## src/rtl/m_cluster_mem_arbiter_pkg.sv

```systemverilog
// m_cluster_mem_arbiter_pkg: shared defines for the cluster memory arbiter
package m_cluster_mem_arbiter_pkg;
   localparam logic [1:0] PRIV_U = 2'd0;
   localparam logic [1:0] PRIV_S = 2'd1;
   localparam logic [1:0] PRIV_M = 2'd3;
   localparam int PRIO_RR    = 0;
   localparam int PRIO_FIXED = 1;
   typedef enum logic {ST_IDLE, ST_OWN} arb_state_e;
endpackage

```

## src/rtl/m_cluster_mem_arbiter_if.sv

```systemverilog
// m_cluster_mem_arbiter_if: hart request bus and arbiter grant/ownership outputs
interface m_cluster_mem_arbiter_if #(
   parameter int N_HARTS = 2,
   parameter int AW      = 32
);
   localparam int SW = $clog2(N_HARTS + 1);
   logic [N_HARTS-1:0]    w_req;
   logic [N_HARTS-1:0]    w_lock;
   logic [N_HARTS*AW-1:0] w_addr;
   logic                  w_busy;
   logic [N_HARTS-1:0]    r_grant;
   logic [SW-1:0]         r_sel;
   logic                  r_valid;
   logic [AW-1:0]         w_out_addr;
   logic [N_HARTS-1:0]    w_core_busy;
   modport master (
      output w_req, w_lock, w_addr, w_busy,
      input  r_grant, r_sel, r_valid, w_out_addr, w_core_busy
   );
   modport slave (
      input  w_req, w_lock, w_addr, w_busy,
      output r_grant, r_sel, r_valid, w_out_addr, w_core_busy
   );
endinterface

```

## src/rtl/m_cluster_mem_arbiter_rr_pick.sv

```systemverilog
// m_rr_pick: first set request from a start index with wrap, or lowest index in fixed mode
module m_rr_pick #(
   parameter int N  = 2,
   parameter int SW = $clog2(N + 1)
) (
   input  logic [N-1:0]  req,
   input  logic [SW-1:0] start,
   input  logic          mode,
   output logic [SW-1:0] idx,
   output logic          found
);
   logic [2*N-1:0] dbl;
   logic [N-1:0]   rot;
   assign dbl = {req, req} >> start;
   assign rot = mode ? req : dbl[N-1:0];
   // scan the rotated vector; bit i of rot is hart (start+i) mod N in round-robin mode
   always_comb begin
      idx   = '0;
      found = 1'b0;
      for (int i = 0; i < N; i++) begin
         if (!found && rot[i]) begin
            found = 1'b1;
            idx   = mode ? SW'(i) : ((int'(start) + i >= N) ? SW'(int'(start) + i - N) : SW'(int'(start) + i));
         end
      end
   end
endmodule

```

## src/rtl/m_cluster_mem_arbiter.sv

```systemverilog
// m_cluster_mem_arbiter: grants one hart ownership of the memory port with hold/lock control
module m_cluster_mem_arbiter
   import m_cluster_mem_arbiter_pkg::*;
#(
   parameter int N_HARTS   = 2,
   parameter int AW        = 32,
   parameter int PRIO_MODE = 0,
   parameter int MAX_HOLD  = 0
) (
   input logic CLK,
   input logic RST_X,
   m_cluster_mem_arbiter_if.slave bus
);
   localparam int SW = $clog2(N_HARTS + 1);
   localparam int HW = $clog2(MAX_HOLD + 2);
   arb_state_e         state_q, state_d;
   logic [N_HARTS-1:0] grant_q, grant_d, pick_req;
   logic [SW-1:0]      sel_q, sel_d, last_q, last_d, start, pick_idx;
   logic [HW-1:0]      hold_q, hold_d;
   logic [AW-1:0]      out_addr;
   logic               own, rel, pick_found;
   assign own      = state_q == ST_OWN;
   assign pick_req = own ? bus.w_req & ~grant_q : bus.w_req;
   assign start    = (last_q >= SW'(N_HARTS - 1)) ? '0 : last_q + 1'b1;
   assign rel      = !bus.w_busy && !(|(bus.w_lock & grant_q)) &&
                     (!(|(bus.w_req & grant_q)) || (MAX_HOLD > 0 && hold_q >= HW'(MAX_HOLD) && |pick_req));
   m_rr_pick #(.N(N_HARTS), .SW(SW)) u_pick (
      .req   (pick_req),
      .start (start),
      .mode  (PRIO_MODE == PRIO_FIXED),
      .idx   (pick_idx),
      .found (pick_found)
   );
   // state, owner, last-owner and hold-count registers
   always_ff @(posedge CLK or negedge RST_X) begin
      if (!RST_X) begin
         state_q <= ST_IDLE;
         grant_q <= '0;
         sel_q   <= '0;
         last_q  <= SW'(N_HARTS - 1);
         hold_q  <= '0;
      end else begin
         state_q <= state_d;
         grant_q <= grant_d;
         sel_q   <= sel_d;
         last_q  <= last_d;
         hold_q  <= hold_d;
      end
   end
   // grant from IDLE, or hand over on release with the current owner masked out
   always_comb begin
      state_d = state_q;
      grant_d = grant_q;
      sel_d   = sel_q;
      last_d  = last_q;
      hold_d  = (own && hold_q < HW'(MAX_HOLD)) ? hold_q + 1'b1 : hold_q;
      if (!own || rel) begin
         if (pick_found) begin
            state_d = ST_OWN;
            grant_d = N_HARTS'(1) << pick_idx;
            sel_d   = pick_idx;
            last_d  = pick_idx;
            hold_d  = '0;
         end else if (own) begin
            state_d = ST_IDLE;
            grant_d = '0;
            hold_d  = '0;
         end
      end
   end
   // owner address mux; grant is all zero in IDLE so the result is zero there
   always_comb begin
      out_addr = '0;
      for (int g = 0; g < N_HARTS; g++) out_addr = out_addr | ({AW{grant_q[g]}} & bus.w_addr[g*AW +: AW]);
   end
   assign bus.r_grant     = grant_q;
   assign bus.r_sel       = sel_q;
   assign bus.r_valid     = own;
   assign bus.w_out_addr  = out_addr;
   assign bus.w_core_busy = ~grant_q | {N_HARTS{bus.w_busy}};
endmodule

```

## src/flat_wrapper.sv

```systemverilog
// flat-port wrapper written by rule: the top's interface ports become plain ports
module m_cluster_mem_arbiter_flat import m_cluster_mem_arbiter_pkg::*;
#(
   parameter int N_HARTS   = 2,
   parameter int AW        = 32,
   parameter int PRIO_MODE = 0,
   parameter int MAX_HOLD  = 0
)
  (CLK, RST_X, bus_w_req, bus_w_lock, bus_w_addr, bus_w_busy, bus_r_grant, bus_r_sel, bus_r_valid, bus_w_out_addr, bus_w_core_busy);
  m_cluster_mem_arbiter_if #(.N_HARTS(N_HARTS), .AW(AW)) bus_i ();
  input logic CLK;
  input logic RST_X;
  input wire logic [$bits(bus_i.w_req)-1:0] bus_w_req;
  input wire logic [$bits(bus_i.w_lock)-1:0] bus_w_lock;
  input wire logic [$bits(bus_i.w_addr)-1:0] bus_w_addr;
  input wire logic [$bits(bus_i.w_busy)-1:0] bus_w_busy;
  output wire logic [$bits(bus_i.r_grant)-1:0] bus_r_grant;
  output wire logic [$bits(bus_i.r_sel)-1:0] bus_r_sel;
  output wire logic [$bits(bus_i.r_valid)-1:0] bus_r_valid;
  output wire logic [$bits(bus_i.w_out_addr)-1:0] bus_w_out_addr;
  output wire logic [$bits(bus_i.w_core_busy)-1:0] bus_w_core_busy;
  assign bus_i.w_req = bus_w_req;
  assign bus_i.w_lock = bus_w_lock;
  assign bus_i.w_addr = bus_w_addr;
  assign bus_i.w_busy = bus_w_busy;
  assign bus_r_grant = bus_i.r_grant;
  assign bus_r_sel = bus_i.r_sel;
  assign bus_r_valid = bus_i.r_valid;
  assign bus_w_out_addr = bus_i.w_out_addr;
  assign bus_w_core_busy = bus_i.w_core_busy;
  m_cluster_mem_arbiter #(.N_HARTS(N_HARTS), .AW(AW), .PRIO_MODE(PRIO_MODE), .MAX_HOLD(MAX_HOLD)) u_core (.CLK(CLK), .RST_X(RST_X), .bus(bus_i));
endmodule
```

## config.mk

```make
export PLATFORM = sky130hd
export DESIGN_NAME = m_cluster_mem_arbiter_flat
export DESIGN_NICKNAME = d
export VERILOG_FILES = /design/src/rtl/m_cluster_mem_arbiter_pkg.sv /design/src/rtl/m_cluster_mem_arbiter_if.sv /design/src/rtl/m_cluster_mem_arbiter_rr_pick.sv /design/src/rtl/m_cluster_mem_arbiter.sv /design/src/flat_wrapper.sv
export SDC_FILE = /design/constraint.sdc
export NUM_CORES = 1
export LEC_CHECK = 0
export BUFFER_PORTS_ARGS = -buffer_cell sky130_fd_sc_hd__buf_2
export CORE_MARGIN = 4
export CORE_UTILIZATION = 25
export CTS_BUF_LIST = sky130_fd_sc_hd__clkbuf_8
export DETAILED_ROUTE_END_ITERATION = 16
export GPL_ROUTABILITY_DRIVEN = 0
export PLACE_DENSITY = 0.71
export SKIP_CTS_REPAIR_TIMING = 1
export SYNTH_ARGS = -nofsm -noshare
export SYNTH_HDL_FRONTEND = slang
export SYNTH_SLANG_ARGS = --single-unit
```

## constraint.sdc

```tcl
create_clock -name CLK -period 3.75 [get_ports CLK]
set_input_delay 0.75 -clock CLK [delete_from_list [all_inputs] [get_ports CLK]]
set_output_delay 0.75 -clock CLK [all_outputs]
set_load 0.01 [all_outputs]
```

==> results.json <==
{
  "required_ns": 3.00,
  "initial_core_util_pct": 26.0,
  "endpoint": "bus_w_out_addr[27]",
  "ys_seq_area_share_pct": 21.1,
  "first_pass_iters": 4,
  "route.met3.wl_um": 409,
  "first_global_vias": 886,
  "n_fill_cell": 287,
  "finalHoldViolations": 0,
  "drt_iter0_drc": 65,
  "syn-num-nets": 152,
  "r2r_cells": 4,
  "die_h_um": 61.6,
  "clock_sinks": 6,
  "coreArea_um2": 2760,
  "critPathLaunch": "u_core.bus.r_grant[0]",
  "setup_slack_ns": 1.23,
  "rsz0062_at_grt": "no",
  "numCtsBuffers": 3,
  "cellLeakagePower_nw": 0.791,
  "crit_path_end_kind": "primary output",
  "timing.rr.end": "u_core.bus.r_grant[0]",
  "synth_area_um2": 717,
  "synth_warnings": 0,
  "synth_cell_types": 26,
  "critPathKind": "register to primary output",
  "avgSynthCellArea_um2": 9.08,
  "worst_slew_pin_slew_ns": 1.16,
  "diodes": 0,
  "maxCapViolations": 0,
  "worstPathArrival_ns": 1.77,
  "reg2reg_slack_ns": 1.31,
  "critPathMaxFanout": 38,
  "drive_gt1_share_pct": 63.9,
  "nNetsFinal": 257,
  "clk_pin_slew_ns": 0.04,
  "ir_worst_vdd_uv": 403,
  "min_period_ns": 2.52,
  "wirelength_um": 3100,
  "final.period_utilization_pct": 67.3,
  "worst_path_max_delay_cell": "dfrtp_1",
  "row_count": 19,
  "layout_commonest_cell": "buf_2",
  "r2r_start": "u_core.bus.r_grant[1]",
  "io_buffers": 109,
  "crit_chain": "a22o_1 -> buf_2",
  "synth.ff_latch_count": 6,
  "path_delay_family": "flip-flops",
  "htreeDepth": 1,
  "maxUsedRoutingLayer": "met4",
  "ant_nets": 0,
  "slowest_delay_ns": 1.10,
  "vias_per_cell": 4.81,
  "post-dp-hpwl_um": 2560,
  "slew_headroom_pct": 22.8,
  "cts_root_buffer": "clkbuf_8",
  "via_count": 1030,
  "grt_max_degree": 39,
  "hold_path_class": "primary input to async pin",
  "status": "completed",
  "crit_cells": 2,
  "grt_usage_pct": 14.5,
  "grt_pass1_wl_um": 4130,
  "max_freq_ghz": 0.396,
  "worstSetupStartpointType": "register",
  "powerDensity_nw_per_um2": 655,
  "path_buf_inv": 1,
  "layout_common_cells": "109 x buf_2, 33 x a22o_1, 5 x inv_1, 5 x dfrtp_1",
  "drt_drc_violations_left": 0,
  "post_drt_wl_per_cell_um": 14.5,
  "pre_cts_slack_ns": 1.32,
  "die_area_um2": 3790,
  "die_x_um": 61.6,
  "tns_ns": 0,
  "finalSetupViolCount": 0,
  "grt-ovfl-total": 0,
  "synthCells": 79,
  "wl_met2_um": 1460,
  "io-pin-count": 110,
  "clk_latency_ns": 0.22,
  "met1_length_um": 1220,
  "clock_skew_ns": 0.00489,
  "antenna_found_initial": 0,
  "cts_buffer_depth": 2,
  "areaGrowthSynthToFinish_pct": 81.3,
  "slew_violations": 0,
  "cts_tree": "done"
}
[power breakdown]
part	internal, mW	switching [mW]
Sequential	0.0907	0.0980
Combinational	0.305	0.259
Clock	0.0703	0.0278
[cells by family (layout without fill, tap and decap cells)]
group / Yosys count / count (layout) / share of synthesized area [%]
AOI/OAI and AO/OA: 41 / 41 / 48.3
buffers and inverters: 13 / 117 / 8.55
DFF: 6 / 6 / 21.1
muxes: 6 / 6 / 9.25
adders and majority gates: 2 / 2 / 3.49
and+or+nand+nor: 11 / 11 / 9.25
[metrics by stage]
| step | area, µm² | utilization (%) | hold slack, ns | instances | power, mW |
|---|---|---|---|---|---|
| 3_5_place_dp | 1250 | 45.5 | 0.504 | 210 | 0.758 |
| 2_1_floorplan | 717 | - | 0.454 | 79 | 0.542 |
| 5_1_grt | 1300 | 47.1 | 0.349 | 214 | 0.927 |
| 3_3_place_gp | 1250 | 45.5 | 0.513 | 210 | 0.754 |
| 6_report | 1300 | 47.1 | 0.341 | 214 | 0.851 |
| 4_1_cts | 1300 | 47.1 | 0.342 | 214 | 0.860 |
[how the worst min path moves through the flow]
stage                     startpoint                     to  cells after the start
finish                         RST_X  u_core.bus.r_grant[1]                      1
global route                   RST_X  u_core.bus.r_grant[1]                      1
CTS                            RST_X  u_core.bus.r_grant[1]                      1
detailed placement  u_core.last_q[1]       u_core.last_q[1]                      1
global placement    u_core.last_q[1]       u_core.last_q[1]                      1
floorplan                      RST_X  u_core.bus.r_grant[0]                      0
[per-layer routing]
metal  GRT usage, %  up-vias
li1               -      519
met4           3.64        0
met1           18.4      444
met5              0        -
met2           24.8       63
met3           2.94        4
[registers in the layout (all words and copies together), names as in the netlist]
name                cells
u_core.last_q           2
u_core.bus.r_grant      2
u_core.bus.r_valid      1
u_core.bus.r_sel        1
[cells in the mapped netlist]
cell type / instances / share of area [%]
a21boi_0: 1 / 1.0
a21oi_1: 2 / 1.4
a22o_1: 33 / 40
and2_0: 1 / 0.87
and2_1: 1 / 0.87
and3b_1: 1 / 1.2
buf_1: 3 / 1.6
buf_2: 1 / 0.70
buf_4: 1 / 1.0
buf_6: 1 / 1.6
clkbuf_1: 3 / 1.6
dfrtp_1: 5 / 17
dfstp_2: 1 / 3.7
ha_1: 2 / 3.5
inv_1: 4 / 2.1
mux2_2: 1 / 1.6
mux2_4: 1 / 2.1
mux2i_1: 4 / 5.6
nand2_1: 4 / 2.1
nand2b_1: 2 / 1.7
nor2_1: 1 / 0.52
o21a_1: 2 / 2.1
o21ai_2: 1 / 1.2
o31a_1: 1 / 1.2
o31ai_1: 1 / 1.0
or4b_4: 1 / 1.9
[cell type report]
type | instances | area (µm²) | share of cell area (%)
Clock buffer | 3 | 41.3 | 3.18
Clock inverter | 1 | 3.75 | 0.289
Tap cell | 31 | 38.8 | 2.98
Timing Repair Buffer | 109 | 546 | 42.0
Inverter | 4 | 15.0 | 1.15
Multi-Input combinational cell | 60 | 504 | 38.8
Sequential cell | 6 | 151 | 11.6
(Power assumes the default switching activity.)
